==> src/rtl/bcd_pkg.sv <==
// Shared constants, state encoding and digit helpers for the BCD arithmetic datapath.
package bcd_pkg;

    localparam int DIGIT_W  = 4;
    localparam int BCD_MAX  = 9;
    localparam int BCD_CORR = 6;

    typedef enum logic [1:0] {
        IDLE = 2'd0,
        SUB  = 2'd1,
        FIX  = 2'd2,
        DONE = 2'd3
    } state_t;

    // Bit offset of digit i inside a packed BCD vector.
    function automatic int digit_lsb(input int i);
        return i * DIGIT_W;
    endfunction

    function automatic logic [DIGIT_W-1:0] nines(input logic [DIGIT_W-1:0] d);
        return DIGIT_W'(BCD_MAX) - d;
    endfunction

    function automatic logic digit_bad(input logic [DIGIT_W-1:0] d);
        return d > DIGIT_W'(BCD_MAX);
    endfunction

endpackage

==> src/rtl/bcd_digit_add.sv <==
// Single BCD digit adder: 4-bit ripple of full adders followed by the >9 decimal correction.
module bcd_digit_add
    import bcd_pkg::*;
(
    input  logic [DIGIT_W-1:0] x,
    input  logic [DIGIT_W-1:0] y,
    input  logic               cin,
    output logic [DIGIT_W-1:0] digit,
    output logic               cout
);

    logic [DIGIT_W:0]   c;
    logic [DIGIT_W-1:0] s;
    logic [DIGIT_W:0]   raw;
    logic [DIGIT_W-1:0] corr;

    assign c[0] = cin;

    generate
        for (genvar gi = 0; gi < DIGIT_W; gi++) begin : g_fa
            assign s[gi]   = x[gi] ^ y[gi] ^ c[gi];
            assign c[gi+1] = (x[gi] & y[gi]) | (c[gi] & (x[gi] ^ y[gi]));
        end
    endgenerate

    assign raw  = {c[DIGIT_W], s};
    assign cout = raw > (DIGIT_W+1)'(BCD_MAX);
    // raw - 10 modulo 16 equals s + 6, so the overflow bit can be dropped.
    assign corr  = s + DIGIT_W'(BCD_CORR);
    assign digit = cout ? corr : s;

endmodule

==> src/rtl/bcd_serial_sub.sv <==
// Digit-serial BCD subtractor (A - B, LSD first) through one shared digit adder.
// Define BCD_SUB_SIGNMAG_EN to convert a negative result to sign-magnitude form.
module bcd_serial_sub
    import bcd_pkg::*;
#(
    parameter int NDIGITS = 4
)(
    input  logic                   clk,
    input  logic                   reset,
    input  logic                   start,
    input  logic [4*NDIGITS-1:0]   a,
    input  logic [4*NDIGITS-1:0]   b,
    output logic                   busy,
    output logic                   done,
    output logic [4*NDIGITS-1:0]   diff,
    output logic                   borrow,
    output logic                   invalid
);

    localparam int W     = DIGIT_W * NDIGITS;
    localparam int IDX_W = (NDIGITS > 1) ? $clog2(NDIGITS) : 1;
    localparam logic [IDX_W-1:0] LAST = IDX_W'(NDIGITS - 1);

    state_t             state_reg, state_next;
    logic [W-1:0]       a_reg, b_reg, diff_reg;
    logic [IDX_W-1:0]   idx_reg;
    logic               carry_reg, borrow_reg, invalid_reg;

    logic [NDIGITS-1:0] bad_a, bad_b;
    logic               any_bad;
    logic [DIGIT_W-1:0] a_dig, b_dig, add_x, add_y, sum_dig;
    logic               sum_cout;

    generate
        for (genvar gi = 0; gi < NDIGITS; gi++) begin : g_chk
            assign bad_a[gi] = digit_bad(a[gi*DIGIT_W +: DIGIT_W]);
            assign bad_b[gi] = digit_bad(b[gi*DIGIT_W +: DIGIT_W]);
        end
    endgenerate

    assign any_bad = |{bad_a, bad_b};
    assign a_dig   = a_reg[digit_lsb(int'(idx_reg)) +: DIGIT_W];
    assign b_dig   = b_reg[digit_lsb(int'(idx_reg)) +: DIGIT_W];

`ifdef BCD_SUB_SIGNMAG_EN
    logic [DIGIT_W-1:0] d_dig;
    assign d_dig = diff_reg[digit_lsb(int'(idx_reg)) +: DIGIT_W];
`endif

    // In FIX the adder forms the ten's complement of the raw difference.
    always_comb begin
        add_x = a_dig;
        add_y = nines(b_dig);
`ifdef BCD_SUB_SIGNMAG_EN
        if (state_reg == FIX) begin
            add_x = '0;
            add_y = nines(d_dig);
        end
`endif
    end

    bcd_digit_add u_digit_add (
        .x     (add_x),
        .y     (add_y),
        .cin   (carry_reg),
        .digit (sum_dig),
        .cout  (sum_cout)
    );

    always_comb begin
        state_next = state_reg;
        case (state_reg)
            IDLE: if (start) state_next = any_bad ? DONE : SUB;
            SUB: begin
                if (idx_reg == LAST) begin
`ifdef BCD_SUB_SIGNMAG_EN
                    state_next = sum_cout ? DONE : FIX;
`else
                    state_next = DONE;
`endif
                end
            end
            FIX:     if (idx_reg == LAST) state_next = DONE;
            DONE:    state_next = IDLE;
            default: state_next = IDLE;
        endcase
    end

    always_ff @(posedge clk or posedge reset) begin
        if (reset) begin
            state_reg   <= IDLE;
            a_reg       <= '0;
            b_reg       <= '0;
            diff_reg    <= '0;
            idx_reg     <= '0;
            carry_reg   <= 1'b0;
            borrow_reg  <= 1'b0;
            invalid_reg <= 1'b0;
        end else begin
            state_reg <= state_next;
            case (state_reg)
                IDLE: begin
                    if (start) begin
                        a_reg       <= a;
                        b_reg       <= b;
                        borrow_reg  <= 1'b0;
                        invalid_reg <= any_bad;
                        carry_reg   <= 1'b1;
                        idx_reg     <= '0;
                        if (any_bad) diff_reg <= '0;
                    end
                end
                SUB: begin
                    diff_reg[digit_lsb(int'(idx_reg)) +: DIGIT_W] <= sum_dig;
                    carry_reg <= sum_cout;
                    if (idx_reg == LAST) begin
                        borrow_reg <= ~sum_cout;
                        idx_reg    <= '0;
                        carry_reg  <= 1'b1;
                    end else begin
                        idx_reg <= idx_reg + IDX_W'(1);
                    end
                end
`ifdef BCD_SUB_SIGNMAG_EN
                FIX: begin
                    diff_reg[digit_lsb(int'(idx_reg)) +: DIGIT_W] <= sum_dig;
                    carry_reg <= sum_cout;
                    idx_reg   <= (idx_reg == LAST) ? '0 : idx_reg + IDX_W'(1);
                end
`endif
                default: ;
            endcase
        end
    end

    assign busy    = (state_reg != IDLE);
    assign done    = (state_reg == DONE);
    assign diff    = diff_reg;
    assign borrow  = borrow_reg;
    assign invalid = invalid_reg;

endmodule
==> config.mk <==
export PLATFORM = sky130hd
export DESIGN_NAME = bcd_serial_sub
export DESIGN_NICKNAME = d
export VERILOG_FILES = /design/src/rtl/bcd_pkg.sv /design/src/rtl/bcd_digit_add.sv /design/src/rtl/bcd_serial_sub.sv
export SDC_FILE = /design/constraint.sdc
export NUM_CORES = 1
export LEC_CHECK = 0
export CAP_MARGIN = 40
export CORE_ASPECT_RATIO = 0.7
export CORE_UTILIZATION = 50
export CTS_CLUSTER_SIZE = 24
export DETAILED_ROUTE_END_ITERATION = 6
export PLACE_DENSITY_LB_ADDON = 0.2
export REMOVE_ABC_BUFFERS = 1
export SLEW_MARGIN = 20
export SYNTH_ARGS = -nofsm -noshare
export SYNTH_HDL_FRONTEND = slang
export SYNTH_SLANG_ARGS = --single-unit
==> constraint.sdc <==
create_clock -name clk -period 8.6 [get_ports clk]
set_input_delay 1.72 -clock clk [delete_from_list [all_inputs] [get_ports clk]]
set_output_delay 1.72 -clock clk [all_outputs]
set_load 0.05 [all_outputs]
Word level (Yosys, flattened, before mapping)
Index checks and enable logic that the tools add are counted.
{ "totals": {"ff_bits": 55, "in_bits": 35, "out_inout_bits": 20, "wordCells": 82} }
{ "classes": {"n_addsub": 4, "magnitude_cmp": 9, "n_eq_ne": 8, "n_shift": 4, "n_mux": 18, "n_bitwise": 21, "n_reduce_logical": 10} }
{ "op_table": {"columns": ["cell", "n"], "rows": [
  ["negation 4 -> 33 bit", 1],
  ["variable shift 4 x 33 -> 16 bit (first input constant)", 1],
  ["variable part select 4 x 33 -> 16 bit", 1],
  ["> comparator 4 bit (second input constant)", 8],
  ["two-way mux 16 bit", 2],
  ["one-hot mux 16 bit (2 select lines)", 1],
  ["variable part select 16 x 5 -> 4 bit", 2],
  ["bitwise mux 16 bit", 1],
  ["two-way mux 2 bit", 5],
  ["bitwise AND 1 bit", 8],
  ["OR reduction 8 bit", 1],
  ["XOR 1 bit", 8],
  ["== test 2 bit (second input constant)", 3],
  ["inequality test 2 bit (second input constant)", 3],
  ["one-hot mux 2 bit (3 select lines)", 1],
  ["AND reduction 2 bit", 3],
  ["AND reduction 3 bit", 2],
  ["> comparator 5 x 4 -> 1 bit (second input constant)", 1],
  ["adder 4 x 3 -> 4 bit (second input constant)", 1],
  ["two-way mux 1 bit", 4],
  ["two-way mux 4 bit", 1],
  ["bitwise OR 1 bit", 4],
  ["one-hot mux 1 bit (2 select lines)", 2],
  ["one-hot mux 2 bit (2 select lines)", 1],
  ["other kinds (8)", 9]
]} }

Longest topological paths before layout
Gate-level depths: netlist (run 1).
{ "logic_depth": {"depth_word": 16, "ltp_mapped": 16} }

Hierarchy
From an unflattened synthesis (run 1), not the netlist that was laid out.
{ "hier_totals": {"cells_unflattened": 218, "area_unflattened_um2": 2788.9} }
{ "by_module_without_submodules": {"columns": ["module", "instances", "cells_per_inst", "area_per_inst_um2", "seq_area_each_um2"], "rows": [
  ["bcd_serial_sub", 1, 190, 2580.0, 1376.3],
  ["bcd_digit_add", 1, 28, 209.0, 0.0]
]} }

Worst setup path after synthesis (run 1)
No wires, ideal clock.
{ "synth_timing": {"kind": "reg-to-reg", "from": "register idx_reg[0]", "to": "register diff_reg[11], in the netlist diff[11]", "setup_ns": 0.125, "t_arrival_ns": 3.768, "t_required_ns": 8.475, "setup_slack_ns": 4.707, "stages_incl_launch_ff": 15, "period_less_slack_ns": 3.893, "path_cell_list": "dfrtp_1 buf_2 buf_2 mux4_2 fa_1 inv_1 fa_1 inv_1 fa_1 inv_1 fa_1 o31a_1 o31ai_1 nor2_1 mux2_2"} }
{ "synth_between": {"elab_chain_cells": 16} }
{ "synth_rtl": {"columns": ["element", "line_no", "source"], "rows": [
  ["start: declaration", "bcd_serial_sub.sv:26", "logic [IDX_W-1:0] idx_reg;"],
  ["start signal: assignment", "bcd_serial_sub.sv:121", "idx_reg <= idx_reg + IDX_W'(1);"],
  ["variable part select 16 x 5 -> 4 bit", "bcd_serial_sub.sv:43", "assign b_dig = b_reg[digit_lsb(int'(idx_reg)) +: DIGIT_W];"],
  ["subtractor 4 bit", "bcd_pkg.sv:21", "return DIGIT_W'(BCD_MAX) - d;"],
  ["XOR 1 bit", "bcd_digit_add.sv:21, bcd_digit_add.sv:22", null],
  ["bitwise AND 1 bit", "bcd_digit_add.sv:22", "assign c[gi+1] = (x[gi] & y[gi]) | (c[gi] & (x[gi] ^ y[gi]));"],
  ["bitwise OR 1 bit", "bcd_digit_add.sv:22", null],
  ["bitwise AND 1 bit", "bcd_digit_add.sv:22", null],
  ["bitwise OR 1 bit", "bcd_digit_add.sv:22", null],
  ["bitwise AND 1 bit", "bcd_digit_add.sv:22", null],
  ["bitwise OR 1 bit", "bcd_digit_add.sv:22", null],
  ["bitwise AND 1 bit", "bcd_digit_add.sv:22", null],
  ["bitwise OR 1 bit", "bcd_digit_add.sv:22", null],
  ["> comparator 5 x 4 -> 1 bit", "bcd_digit_add.sv:27", "assign cout = raw > (DIGIT_W+1)'(BCD_MAX);"],
  ["two-way mux 4 bit", "bcd_digit_add.sv:30", "assign digit = cout ? corr : s;"],
  ["variable part select 4 x 33 -> 16 bit", "bcd_serial_sub.sv:114", "diff_reg[digit_lsb(int'(idx_reg)) +: DIGIT_W] <= sum_dig;"],
  ["bitwise mux 16 bit (*)", "bcd_serial_sub.sv:114", null],
  ["one-hot mux 16 bit (2 select lines) (*)", "bcd_serial_sub.sv:101", "case (state_reg)"],
  ["end signal: indexed assignment", "bcd_serial_sub.sv:114", null],
  ["end: declaration", "bcd_serial_sub.sv:25", "logic [W-1:0] a_reg, b_reg, diff_reg;"]
]} }
Mark *: on every way between the ends. The rest lies on a longest branch, timed or not.
A chain may end at the register's enable or synchronous reset.

Final worst setup path (run 1)
Same ends and word-level chain as after synthesis.

==> flow_metrics.env, run 1 <==
export IMPL_rr_worst_depth=12
export IMPL_viasPerCell=5.609
export IMPL_postCtsHoldBufs=0
export IMPL_path_clk_slew_ns=0.10
export IMPL_clk_latency_ns=0.30
export IMPL_synth_avg_cell_area_um2=12.38
export IMPL_max_freq_mhz=232.4
export IMPL_n_antenna_cell=0
export IMPL_cpMostUsedCell="fa_1"
export IMPL_port_buffers=54
export IMPL_dp_hpwl_mm=4.594
export IMPL_synth_warnings=0
export IMPL_syn_area_mm2=0.002873
export IMPL_setup_tns_ns=0
export IMPL_io_pins=55
export IMPL_grt_usage_pct=22.92
export IMPL_post_route_drc_count=0
export IMPL_synth_adder_area_share_pct=7.578
export IMPL_hold_viol_final=0
export IMPL_die_area_mm2=0.006058
export IMPL_gp_congestion=0.9846
export IMPL_path_class="reg -> reg"
export IMPL_hold_depth=1
export IMPL_ys_seq_area_share_pct=47.91
export IMPL_hold_path_startpoint="diff[15]"
export IMPL_startpoint_type="flop"
export IMPL_max_stage_delay_ns=0.85
export IMPL_async_flop_share_pct=100.0
export IMPL_final_core_util_pct=66.81
export IMPL_grt_max_degree=56
export IMPL_maxCapViolations=0
export IMPL_post_cts_buffers=0
export IMPL_drive_gt1_share_pct=21.80
export IMPL_finalCriticalPeriod_ns=4.303
export IMPL_critPathArrivalTime_ns=4.50
export IMPL_grt_pass1_vias=2039
export IMPL_slew_limit_headroom_pct=48.90
export IMPL_r2r_start="idx_reg[0]"
export IMPL_critPathRequiredTime_ns=8.80
export IMPL_die_w_um=92.60
export IMPL_crit_chain="mux4_2 -> fa_1 -> inv_1 -> fa_1 -> inv_1 -> fa_1 -> inv_1 -> fa_1 -> o31a_1 -> o31ai_1 -> nor2_1 -> mux2_2"
export IMPL_syn2layout_area_growth_pct=25.48
export IMPL_final_setup_skew_ns=0.006758
export IMPL_post_synth_num_cell_types=33
export IMPL_syn_inst=232
export IMPL_hold_path_end="diff[15]"
export IMPL_post_cts_resized=0
export IMPL_rsz0062_at_grt="no"
export IMPL_antenna_found_initial=0
export IMPL_dpl_instance_area_mm2=0.003488
export IMPL_ant_nets=0
export IMPL_cp_num_buf_inv=3
export IMPL_synth_top_family_by_area="multiplexers"
export IMPL_die_y_um=65.42
export IMPL_tightest_slew_ns=0.7664
export IMPL_vias=2025
export IMPL_synth_simple_area_share_pct=6.664
export IMPL_design_area_mm2=0.003605
export IMPL_r2r_end="diff[11]"
export IMPL_coreArea_mm2=0.005395
export IMPL_initial_core_util_pct=53.25
export IMPL_critPathSlowestCell="dfrtp_1"
export IMPL_run_status="finished clean"
export IMPL_cts_inserted_buffers=5
export IMPL_finalSetupViolations=0
export IMPL_multi_input_area_mm2=0.001391
export IMPL_fillCellCount=431
export IMPL_synth_xor_area_share_pct=0.9146
export IMPL_r2r_slack_ns=4.30
export IMPL_root_buffer="clkbuf_8"
export IMPL_overflow=0
export IMPL_muxShareOfSynthArea_pct=22.34
export IMPL_htree_levels=2
export IMPL_routedWlPerCell_um=16.87
export IMPL_drtIter0Drc=134
export IMPL_dr_pass1_iters=4
export IMPL_maxSlewViolCount=0
export IMPL_grt_first_pass_wirelength_mm=10.54
export IMPL_hold_ws_ns=0.4958
export IMPL_crit_family="adder cells"
export IMPL_max_clock_path_buffers=2
export IMPL_register_area_mm2=0.001376
export IMPL_ys_seq_elements=55
export IMPL_finalCritPeriodShare_pct=50.03
export IMPL_nNetsFinal=338
export IMPL_clkSinkCount=55
export IMPL_rows=22
export IMPL_routed_wl_mm=6.090
export IMPL_synth_main_ff_cell="dfrtp_1"
export IMPL_critPathCaptureType="flop"
export IMPL_min_path_type="reg -> reg"
export IMPL_synth_compound_area_share_pct=10.93
export IMPL_cts_tree="done"
export IMPL_crit_fanout=16
export IMPL_synth_edf_count=0
-- logic make-up after synthesis --
family	Yosys count
flip-flops	55
multiplexers	49
AND/OR/NAND/NOR	44
AO/OA/AOI/OAI	39
buffers and inverters	27
adder cells (fa/ha/maj)	15
XOR/XNOR	3
-- cell usage after synthesis (2+ instances only) --
cell | n | area (µm²)
o31a_1 | 2 | 17.52
a32o_1 | 7 | 70.07
ha_1 | 11 | 137.6
nand2_1 | 16 | 60.06
a21oi_1 | 7 | 35.03
xnor2_1 | 3 | 26.28
nand4_1 | 2 | 12.51
dfrtp_1 | 55 | 1376
clkbuf_1 | 4 | 15.01
buf_2 | 2 | 10.01
o31ai_1 | 2 | 15.01
mux4_2 | 8 | 180.2
mux2_2 | 41 | 461.7
a22o_1 | 2 | 17.52
inv_1 | 20 | 75.07
o21ai_0 | 10 | 50.05
a21boi_0 | 2 | 15.01
nor2_1 | 16 | 60.06
nor3_1 | 4 | 20.02
fa_1 | 4 | 80.08
nand3_1 | 2 | 10.01
-- cells in the final DEF, fill, tap and decap left out, drive strengths merged, types with 5 or more instances in the layout --
cell,n
dfrtp,55
o21ai,11
a32o,7
nor2,16
inv,21
nand2,16
ha,11
mux4,8
a21oi,7
mux2,41
clkbuf,5
clkdlybuf4s50,54
-- metal layers --
metal	global-route usage, %	up-vias	wire length [µm]
met1	34.23	1008	2915
li1	-	945	-
met5	0	-	0
met2	35.09	68	2785
met3	4.398	4	356
met4	4.492	0	34
-- how the worst max path moves through the flow --
stage / startpoint / end / slack (ns) / depth (start not counted)
2_1_floorplan: idx_reg[0] / diff[11] / 4.72 / 12
3_3_place_gp: idx_reg[0] / diff[11] / 4.49 / 12
3_5_place_dp: idx_reg[0] / diff[11] / 4.31 / 12
4_1_cts: idx_reg[0] / diff[11] / 4.27 / 12
5_1_grt: idx_reg[0] / diff[11] / 4.05 / 12
6_report: idx_reg[0] / diff[11] / 4.30 / 12
-- final cells by class --
class	instances	area share [%]
sequential	55	38.18
clock buffer	5	1.909
timing repair buffer	56	15.41
inverter	20	2.083
tap	72	2.499
clock inverter	3	1.319
multi-input combinational	150	38.60
-- per-stage QoR --
stage / setup WS [ns] / instances
after floorplan: 4.725 / 225
after global placement: 4.487 / 353
after detailed placement: 4.314 / 353
after CTS: 4.273 / 361
after global routing: 4.049 / 361
final: 4.297 / 361
Power of run 1 is not shown: default switching activity piles up to over one toggle a cycle in this logic, so the estimate is an artifact.
==> run 2: changes to the inputs <==
--- a/config.mk
+++ b/config.mk
@@ -7,7 +7,7 @@
 export LEC_CHECK = 0
 export CAP_MARGIN = 40
 export CORE_ASPECT_RATIO = 0.7
-export CORE_UTILIZATION = 50
+export CORE_UTILIZATION = 47
 export CTS_CLUSTER_SIZE = 24
 export DETAILED_ROUTE_END_ITERATION = 6
 export PLACE_DENSITY_LB_ADDON = 0.2
==> constraint.sdc (replaced) <==
create_clock -name clk -period 3.9 [get_ports clk]
set_input_delay 0.78 -clock clk [delete_from_list [all_inputs] [get_ports clk]]
set_output_delay 0.78 -clock clk [all_outputs]
set_load 0.05 [all_outputs]
==> run 2 against run 1 <==
  * Largest cell class unchanged
  * Flip-flop and latch count unchanged
  * Critical path type unchanged
  * First-iteration DRC count decreased by 0.75%
  * Routed wire length is 2.9% higher
  * Worst setup slack lost 4.1 ns
==> flow_metrics.env, run 2 (synthesized netlist as in run 1, its figures left out) <==
export IMPL_drtIter0Drc=133
export IMPL_cpMostUsedCell="inv_1"
export IMPL_cts_inserted_buffers=5
export IMPL_critPathRequiredTime_ns=4.10
export IMPL_antenna_found_initial=0
export IMPL_max_clock_path_buffers=2
export IMPL_drive_gt1_share_pct=22.26
export IMPL_maxSlewViolCount=0
export IMPL_grt_first_pass_wirelength_mm=10.49
export IMPL_dr_max_layer_used="met4"
export IMPL_nNetsFinal=341
export IMPL_crit_family="adder cells"
export IMPL_clkSinkCount=55
export IMPL_clk_latency_ns=0.32
export IMPL_port_buffers=54
export IMPL_r2r_slack_ns=0.19
export IMPL_n_antenna_cell=0
export IMPL_register_area_mm2=0.001376
export IMPL_dr_pass1_iters=4
export IMPL_run_status="finished clean"
export IMPL_die_w_um=95.45
export IMPL_fillCellCount=489
export IMPL_die_area_mm2=0.006434
export IMPL_coreArea_mm2=0.005813
export IMPL_max_freq_mhz=269.3
export IMPL_critPathSlowestCell="mux4_2"
export IMPL_routed_wl_mm=6.268
export IMPL_slew_limit_headroom_pct=63.22
export IMPL_viasPerCell=5.542
export IMPL_crit_chain="buf_4 -> mux4_2 -> inv_1 -> fa_1 -> inv_1 -> fa_1 -> inv_1 -> fa_1 -> inv_1 -> ha_1 -> nor2b_1 -> o31a_1 -> xnor2_1 -> nor2_1 -> mux2_2"
export IMPL_gp_congestion=0.9102
export IMPL_vias=2034
export IMPL_critPathArrivalTime_ns=3.91
export IMPL_finalCriticalPeriod_ns=3.714
export IMPL_cts_tree="done"
export IMPL_root_buffer="clkbuf_8"
export IMPL_finalCritPeriodShare_pct=95.22
export IMPL_maxCapViolations=0
export IMPL_met3_length_um=333
export IMPL_post_cts_resized=0
export IMPL_routedWlPerCell_um=17.08
export IMPL_crit_fanout=5
export IMPL_grt_max_degree=34
export IMPL_post_cts_buffers=0
export IMPL_multi_input_area_mm2=0.001391
export IMPL_rsz0062_at_grt="yes"
export IMPL_layout_commonest_cell="dfrtp_1"
export IMPL_mostFrequentLayoutCells="55 x dfrtp_1, 54 x clkdlybuf4s50_1, 41 x mux2_2"
export IMPL_startpoint_type="flop"
export IMPL_critPathCaptureType="flop"
export IMPL_tightest_slew_ns=0.5508
export IMPL_hold_viol_final=0
export IMPL_initial_core_util_pct=49.42
export IMPL_ant_nets=0
export IMPL_stdcell_count=367
export IMPL_min_path_type="reg -> reg"
export IMPL_rows=23
export IMPL_path_class="reg -> reg"
export IMPL_finalSetupViolations=0
export IMPL_die_y_um=67.41
export IMPL_dp_hpwl_mm=4.856
export IMPL_io_pins=55
export IMPL_wl_met2_mm=2.619
export IMPL_dpl_instance_area_mm2=0.003515
export IMPL_dp_cells=359
export IMPL_overflow=0
export IMPL_max_stage_delay_ns=0.49
export IMPL_design_area_mm2=0.003610
export IMPL_grt_usage_pct=22.26
export IMPL_cp_num_buf_inv=5
export IMPL_syn2layout_area_growth_pct=25.65
export IMPL_htree_levels=2
export IMPL_wl_met1_mm=3.246
export IMPL_final_setup_skew_ns=0.009312
export IMPL_post_route_drc_count=0
export IMPL_grt_pass1_vias=2073
export IMPL_path_clk_slew_ns=0.10
-- run 2: final timing paths --
| check | end | cells after the start | start |
|---|---|---|---|
| min in group asynchronous | diff[15] | 2 | reset |
| hold reg to reg | invalid | 2 | invalid |
| max in group asynchronous | a_reg[12] | 3 | reset |
| setup reg to reg | diff[1] | 15 | idx_reg[0] |
| hold / removal | invalid | 2 | invalid |
| setup / recovery | diff[1] | 15 | idx_reg[0] |
-- run 2: per-stage QoR --
step | TNS (ns) | worst slack (ns) | hold WS (ns) | utilization [%]
3_3_place_gp | 0 | 0.3092 | 0.4630 | 60.46
6_report | 0 | 0.1864 | 0.4910 | 62.10
4_1_cts | 0 | 0.1959 | 0.4976 | 62.10
2_1_floorplan | 0 | 0.02479 | 0.4740 | -
3_5_place_dp | 0 | 0.2133 | 0.4756 | 60.46
5_1_grt | -0.04543 | -0.02869 | 0.5276 | 62.10
-- run 2: what timing repair did --
action                                  CTS  global route
endpoints found under the setup margin    0             3
hold buffers                              0             0
hold endpoints to repair                  0             0
-- run 2: cell type report --
class | count | share of cell area (%)
clock inverters | 1 | 0.2426
well taps | 75 | 2.600
inverters | 20 | 2.080
multi-input cells | 150 | 38.54
flip-flops and latches | 55 | 38.13
repair buffers | 59 | 16.01
clock buffers | 7 | 2.392
-- run 2: tightest hold or removal path, stage by stage (launching register included) --
cell,delay (ns)
dfrtp_1,0.35
nand2_1,0.05
nand2_1,0.05
-- run 2: per-layer routing --
layer,track usage (%),vias to the layer above
li1,-,947
met1,33.82,1025
met2,31.87,55
met3,5.293,7
met4,5.784,0
met5,0,-
Power of run 2 is left out for the same reason.
==> run 3: changes to the inputs <==
--- a/config.mk
+++ b/config.mk
@@ -7,7 +7,7 @@
 export LEC_CHECK = 0
 export CAP_MARGIN = 40
 export CORE_ASPECT_RATIO = 0.7
-export CORE_UTILIZATION = 47
+export CORE_UTILIZATION = 50
 export CTS_CLUSTER_SIZE = 24
 export DETAILED_ROUTE_END_ITERATION = 6
 export PLACE_DENSITY_LB_ADDON = 0.2
==> constraint.sdc (replaced) <==
create_clock -name clk -period 3.6 [get_ports clk]
set_input_delay 0.72 -clock clk [delete_from_list [all_inputs] [get_ports clk]]
set_output_delay 0.72 -clock clk [all_outputs]
set_load 0.05 [all_outputs]
==> run 3 against run 2 <==
  * Core utilization up 7.9 points
  * Flip-flop and latch count unchanged
  * Sequential share of layout area down 1.7 points
  * Critical path depth down 3
  * First-iteration DRC count down 23%
  * Fmax up 4.8%
  * Worst hold slack better by 0.0072 ns
  * Cell area up 4.6%
  * Critical path type unchanged
==> flow_metrics.env, run 3 (synthesized netlist as in run 1, its figures left out) <==
export IMPL_maxSlewViolCount=0
export IMPL_dr_pass1_iters=4
export IMPL_drtIter0Drc=102
export IMPL_setup_tns_ns=0
export IMPL_max_stage_delay_ns=0.53
export IMPL_maxCapViolations=0
export IMPL_ant_nets=0
export IMPL_overflow=0
export IMPL_hold_viol_final=0
export IMPL_finalCritPeriodShare_pct=98.43
export IMPL_critPathSlowestCell="mux4_2"
export IMPL_crit_fanout=4
export IMPL_grt_max_degree=56
export IMPL_path_class="reg -> reg"
export IMPL_crit_path_start="idx_reg[0]"
export IMPL_hold_path_startpoint="invalid"
export IMPL_critPathRequiredTime_ns=3.80
export IMPL_met3_usage_pct=4.514
export IMPL_final_setup_worst_slack_ns=0.05644
export IMPL_startpoint_type="flop"
export IMPL_root_buffer="clkbuf_8"
export IMPL_die_y_um=65.42
export IMPL_die_area_mm2=0.006058
export IMPL_htree_levels=2
export IMPL_grt_usage_pct=21.67
export IMPL_hold_ws_ns=0.4982
export IMPL_final_setup_skew_ns=0.006160
export IMPL_rows=22
export IMPL_dpl_instance_area_mm2=0.003541
export IMPL_postCtsHoldBufs=0
export IMPL_initial_core_util_pct=53.25
export IMPL_vias=2045
export IMPL_syn2layout_area_growth_pct=31.49
export IMPL_rsz0062_at_grt="yes"
export IMPL_n_antenna_cell=0
export IMPL_slew_limit_headroom_pct=53.49
export IMPL_use_met1_pct=32.79
export IMPL_r2r_start="idx_reg[0]"
export IMPL_gp_congestion=0.8477
export IMPL_drive_gt1_share_pct=28.33
export IMPL_cts_tree="done"
export IMPL_viasPerCell=5.497
export IMPL_path_clk_slew_ns=0.10
export IMPL_port_buffers=54
export IMPL_finalCriticalPeriod_ns=3.544
export IMPL_design_area_mm2=0.003777
export IMPL_crit_chain="mux4_2 -> fa_2 -> inv_2 -> fa_1 -> inv_1 -> fa_1 -> inv_1 -> fa_1 -> o31a_1 -> xnor2_2 -> nor2_1 -> mux2_4"
export IMPL_clk_latency_ns=0.31
export IMPL_crit_family="adder cells"
export IMPL_critPathArrivalTime_ns=3.74
export IMPL_cpMostUsedCell="fa_1"
export IMPL_layout_commonest_cell="dfrtp_1"
export IMPL_io_pins=55
export IMPL_top_usage_layer="met1"
export IMPL_routed_wl_mm=6.088
export IMPL_run_status="finished clean"
export IMPL_grt_pass1_vias=2063
export IMPL_critPathCaptureType="flop"
export IMPL_die_w_um=92.60
export IMPL_nNetsFinal=349
export IMPL_max_freq_mhz=282.2
export IMPL_cts_inserted_buffers=5
export IMPL_finalSetupViolations=0
export IMPL_min_path_type="reg -> reg"
export IMPL_antenna_found_initial=0
export IMPL_coreArea_mm2=0.005395
export IMPL_tightest_slew_ns=0.6977
export IMPL_grt_first_pass_wirelength_mm=10.01
export IMPL_max_clock_path_buffers=2
export IMPL_dp_hpwl_mm=4.463
export IMPL_routedWlPerCell_um=16.37
export IMPL_cp_num_buf_inv=3
export IMPL_met2_usage_pct=31.85
export IMPL_post_route_drc_count=0
export IMPL_clkSinkCount=55
export IMPL_mostFrequentLayoutCells="55 x dfrtp_1, 54 x clkdlybuf4s50_1, 37 x mux2_2"
export IMPL_dp_slack_ns=-0.008815
-- run 3: cell count changes in the layout (fill, tap and decap cells not counted), sizes merged --
| cell | change |
|---|---|
| buf | +8 |
| clkbuf | -1 |
| bufinv | +1 |
-- run 3: metal layers --
metal,routed length [µm],up-vias
met4,42,0
met1,3051,1016
met5,0,-
li1,-,966
met2,2646,58
met3,348,5
-- run 3: path summary, 6_finish.rpt --
kind / endpoint / slack (ns) / cells after the start
setup / recovery: diff[9] / 0.06 / 12
hold / removal: invalid / 0.50 / 2
setup reg to reg: diff[9] / 0.06 / 12
hold reg to reg: invalid / 0.50 / 2
max in group asynchronous: idx_reg[1] / 2.22 / 3
min in group asynchronous: state_reg[1] / 0.90 / 3
-- run 3: final cells by class --
type	count	area [µm²]
multi-input cells	150	1469
fillers	393	1618
repair buffers	67	649.4
inverters	20	75.07
clock buffers	6	82.58
flip-flops and latches	55	1376
clock inverters	2	35.03
well taps	72	90.09
-- run 3: worst reg2reg max path: cells and delay by family, from the launching register on --
family,cells,cell delay (ns)
flops,1,0.41
simple gates,1,0.09
mux,2,0.80
xor+xnor,1,0.24
fa+ha+maj,4,1.34
buf+inv,3,0.19
compound gates,1,0.36
-- run 3: repair_timing --
action,4_1_cts,5_1_grt
setup endpoints to repair,6,13
buffers inserted,0,4
pin swaps,0,10
resized for setup,5,18
-- run 3: per-stage QoR --
step | instances | utilization, %
after floorplan | 225 | -
after global placement | 360 | 65.63
after detailed placement | 360 | 65.63
after CTS | 368 | 68.14
after global routing | 372 | 70.01
final | 372 | 70.01
Power of run 3 is left out for the same reason.
